**config.mk**
```make
export PLATFORM = sky130hd
export DESIGN_NAME = unsigned_divide_seq_flat
export DESIGN_NICKNAME = d
export VERILOG_FILES = /design/src/rtl/unsigned_divide_seq_pkg.sv /design/src/rtl/unsigned_divide_seq_if.sv /design/src/rtl/unsigned_divide_seq_div_step.sv /design/src/rtl/unsigned_divide_seq.sv /design/src/flat_wrapper.sv
export SDC_FILE = /design/constraint.sdc
export NUM_CORES = 1
export LEC_CHECK = 0
export CAP_MARGIN = 10
export CORE_ASPECT_RATIO = 1.75
export CORE_UTILIZATION = 45
export CTS_BUF_LIST = sky130_fd_sc_hd__clkbuf_4 sky130_fd_sc_hd__clkbuf_8 sky130_fd_sc_hd__clkbuf_16
export DETAILED_ROUTE_END_ITERATION = 8
export MAX_ROUTING_LAYER = met4
export PLACE_DENSITY_LB_ADDON = 0.2
export SLEW_MARGIN = 40
export SYNTH_ARGS = -nofsm -noshare
export SYNTH_HDL_FRONTEND = slang
export SYNTH_SLANG_ARGS = --single-unit
```
**constraint.sdc**
```tcl
create_clock -name clk -period 2.1 [get_ports clk]
set_clock_uncertainty 0.1 [all_clocks]
set_input_delay 0.42 -clock clk [delete_from_list [all_inputs] [get_ports clk]]
set_output_delay 0.42 -clock clk [all_outputs]
set_load 0.01 [all_outputs]
```
**src/rtl/unsigned_divide_seq_pkg.sv**
```systemverilog
// Shared types and default widths for the sequential unsigned divider.
//   div_state_t     : FSM state encoding (IDLE, CALC, DONE)
//   DEF_DIVISOR_W   : default divisor/remainder width
//   DEF_DIVIDEND_W  : default dividend/quotient width (2x divisor)
//   DEF_COUNT_W     : step counter width at default widths
package unsigned_divide_pkg;

   typedef enum logic [1:0] {IDLE, CALC, DONE} div_state_t;

   localparam int unsigned DEF_DIVISOR_W  = 5;
   localparam int unsigned DEF_DIVIDEND_W = 2 * DEF_DIVISOR_W;
   localparam int unsigned DEF_COUNT_W    = $clog2(DEF_DIVIDEND_W);

endpackage

```
**src/rtl/unsigned_divide_seq_if.sv**
```systemverilog
// Handshake and data bundle for unsigned_divide_seq.
//   start, dataa (2W), datab (W)              : request side, driven by master
//   busy, done, quotient (2W), remainder (W),
//   div_by_zero                               : result side, driven by slave (the divider)
interface unsigned_divide_seq_if
   import unsigned_divide_pkg::*;
#(
   parameter int unsigned DIVISOR_W = DEF_DIVISOR_W
);
   logic                     start;
   logic [2*DIVISOR_W-1:0]   dataa;
   logic [DIVISOR_W-1:0]     datab;
   logic                     busy;
   logic                     done;
   logic [2*DIVISOR_W-1:0]   quotient;
   logic [DIVISOR_W-1:0]     remainder;
   logic                     div_by_zero;

   modport master (
      output start, dataa, datab,
      input  busy, done, quotient, remainder, div_by_zero
   );

   modport slave (
      input  start, dataa, datab,
      output busy, done, quotient, remainder, div_by_zero
   );
endinterface

```
**src/rtl/unsigned_divide_seq_div_step.sv**
```systemverilog
// One restoring-division step (combinational).
//   r        in  W+1  partial remainder (always < divisor, so top bit is 0)
//   dbit     in  1    next dividend bit shifted into the remainder
//   divisor  in  W    divisor
//   r_next   out W+1  updated partial remainder
//   q_bit    out 1    resolved quotient bit
module div_step
   import unsigned_divide_pkg::*;
#(
   parameter int unsigned DIVISOR_W = DEF_DIVISOR_W
) (
   input  logic [DIVISOR_W:0]   r,
   input  logic                 dbit,
   input  logic [DIVISOR_W-1:0] divisor,
   output logic [DIVISOR_W:0]   r_next,
   output logic                 q_bit
);
   // Shift the whole of r so every bit is consumed; r[W] is 0 by construction so
   // this equals {r[W-1:0], dbit} zero-extended.
   logic [DIVISOR_W+1:0] r_shift;
   logic [DIVISOR_W+1:0] div_ext;

   always_comb begin
      r_shift = {r, dbit};
      div_ext = (DIVISOR_W + 2)'(divisor);
      q_bit   = (r_shift >= div_ext);
      r_next  = q_bit ? (DIVISOR_W + 1)'(r_shift - div_ext) : (DIVISOR_W + 1)'(r_shift);
   end
endmodule

```
**src/rtl/unsigned_divide_seq.sv**
```systemverilog
// Multi-cycle unsigned restoring divider: 2W-bit dividend / W-bit divisor, one quotient
// bit per clock under a start/busy/done handshake.
//   clk  in  rising-edge clock
//   rst  in  asynchronous active-high reset
//   bus  slave modport of unsigned_divide_seq_if (start/dataa/datab in;
//        busy/done/quotient/remainder/div_by_zero out)
module unsigned_divide_seq
   import unsigned_divide_pkg::*;
#(
   parameter int unsigned DIVISOR_W = DEF_DIVISOR_W
) (
   input logic                  clk,
   input logic                  rst,
   unsigned_divide_seq_if.slave bus
);
   localparam int unsigned DW   = 2 * DIVISOR_W;
   localparam int unsigned CW   = $clog2(DW);
   localparam logic [CW-1:0] LAST = CW'(DW - 1);

   div_state_t             state_q, state_d;
   logic [CW-1:0]          cnt_q, cnt_d;
   // Dividend shifts out at the top while quotient bits shift in at the bottom.
   logic [DW-1:0]          dvd_q, dvd_d;
   logic [DIVISOR_W-1:0]   dvs_q, dvs_d;
   logic [DIVISOR_W:0]     r_q, r_d;
   logic [DW-1:0]          quo_q, quo_d;
   logic [DIVISOR_W-1:0]   rem_q, rem_d;
   logic                   dbz_q, dbz_d;

   logic [DIVISOR_W:0]     r_next;
   logic                   q_bit;

   div_step #(
      .DIVISOR_W (DIVISOR_W)
   ) u_step (
      .r       (r_q),
      .dbit    (dvd_q[DW-1]),
      .divisor (dvs_q),
      .r_next  (r_next),
      .q_bit   (q_bit)
   );

   always_comb begin
      state_d = state_q;
      cnt_d   = cnt_q;
      dvd_d   = dvd_q;
      dvs_d   = dvs_q;
      r_d     = r_q;
      quo_d   = quo_q;
      rem_d   = rem_q;
      dbz_d   = dbz_q;

      unique case (state_q)
         IDLE, DONE: begin
            state_d = IDLE;
            if (bus.start) begin
               if (bus.datab == '0) begin
                  // Divide by zero resolves immediately without entering CALC.
                  state_d = DONE;
                  quo_d   = '1;
                  rem_d   = '0;
                  dbz_d   = 1'b1;
               end else begin
                  state_d = CALC;
                  dvd_d   = bus.dataa;
                  dvs_d   = bus.datab;
                  r_d     = '0;
                  cnt_d   = '0;
               end
            end
         end
         CALC: begin
            dvd_d = {dvd_q[DW-2:0], q_bit};
            r_d   = r_next;
            cnt_d = cnt_q + 1'b1;
            if (cnt_q == LAST) begin
               state_d = DONE;
               quo_d   = {dvd_q[DW-2:0], q_bit};
               rem_d   = r_next[DIVISOR_W-1:0];
               dbz_d   = 1'b0;
            end
         end
         default: state_d = IDLE;
      endcase
   end

   always_ff @(posedge clk or posedge rst) begin
      if (rst) begin
         state_q <= IDLE;
         cnt_q   <= '0;
         dvd_q   <= '0;
         dvs_q   <= '0;
         r_q     <= '0;
         quo_q   <= '0;
         rem_q   <= '0;
         dbz_q   <= 1'b0;
      end else begin
         state_q <= state_d;
         cnt_q   <= cnt_d;
         dvd_q   <= dvd_d;
         dvs_q   <= dvs_d;
         r_q     <= r_d;
         quo_q   <= quo_d;
         rem_q   <= rem_d;
         dbz_q   <= dbz_d;
      end
   end

   assign bus.busy        = (state_q == CALC);
   assign bus.done        = (state_q == DONE);
   assign bus.quotient    = quo_q;
   assign bus.remainder   = rem_q;
   assign bus.div_by_zero = dbz_q;
endmodule

```
**src/flat_wrapper.sv**
```systemverilog
// flat-port wrapper written by rule: the top's interface ports become plain ports
module unsigned_divide_seq_flat import unsigned_divide_pkg::*;
#(
   parameter int unsigned DIVISOR_W = DEF_DIVISOR_W
)
  (clk, rst, bus_start, bus_dataa, bus_datab, bus_busy, bus_done, bus_quotient, bus_remainder, bus_div_by_zero);
  unsigned_divide_seq_if #(.DIVISOR_W(DIVISOR_W)) bus_i ();
  input logic clk;
  input logic rst;
  input wire logic [$bits(bus_i.start)-1:0] bus_start;
  input wire logic [$bits(bus_i.dataa)-1:0] bus_dataa;
  input wire logic [$bits(bus_i.datab)-1:0] bus_datab;
  output wire logic [$bits(bus_i.busy)-1:0] bus_busy;
  output wire logic [$bits(bus_i.done)-1:0] bus_done;
  output wire logic [$bits(bus_i.quotient)-1:0] bus_quotient;
  output wire logic [$bits(bus_i.remainder)-1:0] bus_remainder;
  output wire logic [$bits(bus_i.div_by_zero)-1:0] bus_div_by_zero;
  assign bus_i.start = bus_start;
  assign bus_i.dataa = bus_dataa;
  assign bus_i.datab = bus_datab;
  assign bus_busy = bus_i.busy;
  assign bus_done = bus_i.done;
  assign bus_quotient = bus_i.quotient;
  assign bus_remainder = bus_i.remainder;
  assign bus_div_by_zero = bus_i.div_by_zero;
  unsigned_divide_seq #(.DIVISOR_W(DIVISOR_W)) u_core (.clk(clk), .rst(rst), .bus(bus_i));
endmodule
```
==> results.py <==
metrics = {
    "placement": {
        "port_buffers": 35,
        "place.gp.congestion": 0.837,
        "dp_hpwl_um": 3120,
    },
    "synthesis": {
        "yosys.area.top_type": "dfrtp_1",
        "syn-num-nets": 230,
        "synth_edf_count": 0,
        "synth_cell_types": 42,
        "async_flop_share": 1.00,
        "ys_ff_latch": 43,
        "synth_cells": 204,
        "syn-cell-area_mm2": 0.00208,
        "ys_seq_area_frac": 0.516,
        "syn_avg_cell_area_um2": 10.2,
        "synthTopCellsByArea": "dfrtp_1, nor2_1, ha_1, inv_1, mux2i_1",
        "ys_warn_count": 0,
        "synthFlopType": "dfrtp_1",
        "synth_top_area_frac": 0.516,
    },
    "cts": {
        "cts_tree": "yes",
        "clk_pin_slew_worst_paths_ps": 90,
        "clkSinkCount": 43,
        "clockBufferDepth": 2,
        "cts_hold_buf": 0,
        "clk_root_buffer_cell": "clkbuf_8",
        "clock_latency_ps": 290,
        "cts_max_level": 2,
        "numCtsBuffers": 5,
    },
    "drt": {
        "dr.pass1.iters": 4,
        "met3WireLength_um": 118,
        "drt_iter0_markers": 20,
        "drc": 0,
        "wl_met2_um": 2360,
        "wire_per_inst_um": 14.0,
        "wl_um": 4320,
        "drt-met1-wl_um": 1790,
        "top_layer_used": "met4",
        "ant_nets": 0,
        "vias": 1578,
        "vias_per_cell": 5.11,
    },
    "floorplan": {
        "io_pins": 36,
        "die-area_mm2": 0.00492,
        "die_w_um": 53.5,
        "die_h_um": 92.0,
        "start_util": 0.469,
        "rows": 32,
        "core_mm2": 0.00444,
    },
    "layout": {
        "regArea_mm2": 0.00108,
        "multi_input_area_um2": 912,
        "fillers": 385,
        "final_common_cell": "dfrtp_1",
        "n_antenna_cell": 0,
        "mostFrequentLayoutCells": "dfrtp_1, nor2_1, clkdlybuf4s50_1",
        "drive_gt1_frac": 0.205,
        "synthToLayoutAreaGrowth_pct": 32.2,
        "final_nets": 283,
        "final_util": 0.620,
    },
    "worst_setup_path": {
        "cp.required_ps": 2220,
        "arrival_ps": 2140,
        "path_class": "register to register",
        "startpoint_type": "register",
        "critPathMaxStageDelay_ps": 450,
        "critPathBufInv": 0,
        "slowest_stage": "dfrtp_2",
        "worstSetupEndpointType": "register",
        "cp_cell_sequence": "ha_1 -> nor2b_1 -> o21ai_2 -> nand4b_4 -> mux2_4 -> o22ai_2",
        "path_delay_family": "flip-flops",
        "cp_max_fo": 6,
    },
    "timing": {
        "final-setup-viol-count": 0,
        "fin_crit_ps": 2020,
        "fin_crit_sh": 0.961,
        "hold_viol_final": 0,
        "setup-tns-final_ps": 0,
        "rsz0062_at_grt": "false",
        "maxSlewHeadroom": 0.638,
        "tightest_slew_ps": 543,
        "max_freq_mhz": 496,
        "finalMaxSlewViolations": 0,
    },
    "grt": {
        "grt_pass1_wl_um": 7570,
        "grt_max_degree": 44,
        "grt_use_total": 0.214,
        "overflow": 0,
        "antenna_found_initial": 0,
        "grt_pass1_vias": 1651,
    },
    "outcome": {
        "status": "completed",
    },
    "pwr": {
        "p_sw_mw": 1.87,
        "comb_power_share": 0.556,
        "p_sw_frac": 0.381,
        "intPower_mw": 3.05,
        "p_seq_frac": 0.305,
        "clockPowerShare": 0.138,
        "power.density_mw_per_mm2": 1790,
        "vdd_drop_max_mv": 1.03,
        "leakage_nw": 1.23,
    },
    "run": {
        "cap_violations": 0,
    },
    "worst_hold_path": {
        "hold_class": "register to register",
    },
}
## stage by stage
stage / cell area (um2) / hold WS [ps] / power [mW] / instances / setup slack [ps]
global placement: 2570 / 364 / 3.96 / 300 / -254
floorplan: 2080 / 345 / 3.08 / 204 / 141
finish: 2760 / 386 / 4.92 / 309 / 82.4
global route: 2760 / 414 / 5.32 / 309 / 1.92
CTS: 2700 / 389 / 4.77 / 308 / 3.44
detailed placement: 2570 / 377 / 4.03 / 300 / -292
## cell usage after synthesis (5+ instances only)
master and n:
a21oi_1 9, nor3_1 7, nor2_1 39, o22ai_1 5, mux2i_1 5, inv_1 15, nand2_1 11, nand3_1 10
dfrtp_1 43, o21ai_0 9, ha_1 7
## routing by layer
layer,global-route usage,vias up
li1,-,794
met1,0.261,756
met2,0.355,22
met3,0.0365,6
met4,0.0592,0
met5,-,-
## worst min-delay path, stage by stage, from the launching register on
cell and delay, ps:
dfrtp_1 350, nand2_1 50, nand2_1 50
## registers in the layout, indices dropped and copies added, names as in the netlist
signal,count
u_core.state_q,2
u_core.bus.div_by_zero,1
u_core.dvs_q,5
u_core.bus.remainder,5
u_core.dvd_q,10
u_core.cnt_q,4
u_core.r_q,6
u_core.bus.quotient,10
## what timing repair did
action,in CTS,in global routing
endpoints found under the setup margin,2,20
resized for setup,3,11
setup buffers,0,1
pin swaps,1,2
## cell families (layout without fill, tap and decap cells)
family          after synthesis  after routing  synth area share
mux                           7              7            0.0366
flops                        43             43             0.516
xor+xnor                      4              4            0.0168
buf+inv                      24             78            0.0726
simple gates                 79             79             0.181
fa+ha+maj                     8              8            0.0516
compound gates               39             39             0.125
## area by class of cell
cell class | instances | share of cell area
flip-flops and latches | 43 | 0.391
multi-input cells | 137 | 0.331
repair buffers | 55 | 0.191
clock buffers | 6 | 0.0300
well taps | 51 | 0.0232
inverters | 15 | 0.0204
clock inverters | 2 | 0.0141
## power groups by stage
stage               clock network, mW  logic, mW  registers, mW
floorplan                           0       1.55           1.53
global placement                    0       2.46           1.50
detailed placement                  0       2.52           1.51
CTS                             0.702       2.56           1.50
global route                    0.730       3.03           1.55
finish                          0.680       2.74           1.50
## path summary, 6_finish.rpt
| path | cells past startpoint | endpoint | slack, ps | from |
|---|---|---|---|---|
| max in group asynchronous | 3 | u_core.r_q[0] | 1050 | rst |
| worst min register to register | 2 | u_core.dvs_q[2] | 390 | u_core.dvs_q[2] |
| worst max register to register | 6 | u_core.bus.remainder[0] | 80 | u_core.r_q[0] |
| min in group asynchronous | 3 | u_core.bus.remainder[4] | 450 | rst |
| worst min-delay path | 2 | u_core.dvs_q[2] | 390 | u_core.dvs_q[2] |
| worst max-delay path | 6 | u_core.bus.remainder[0] | 80 | u_core.r_q[0] |
(Power assumes the default switching activity.)
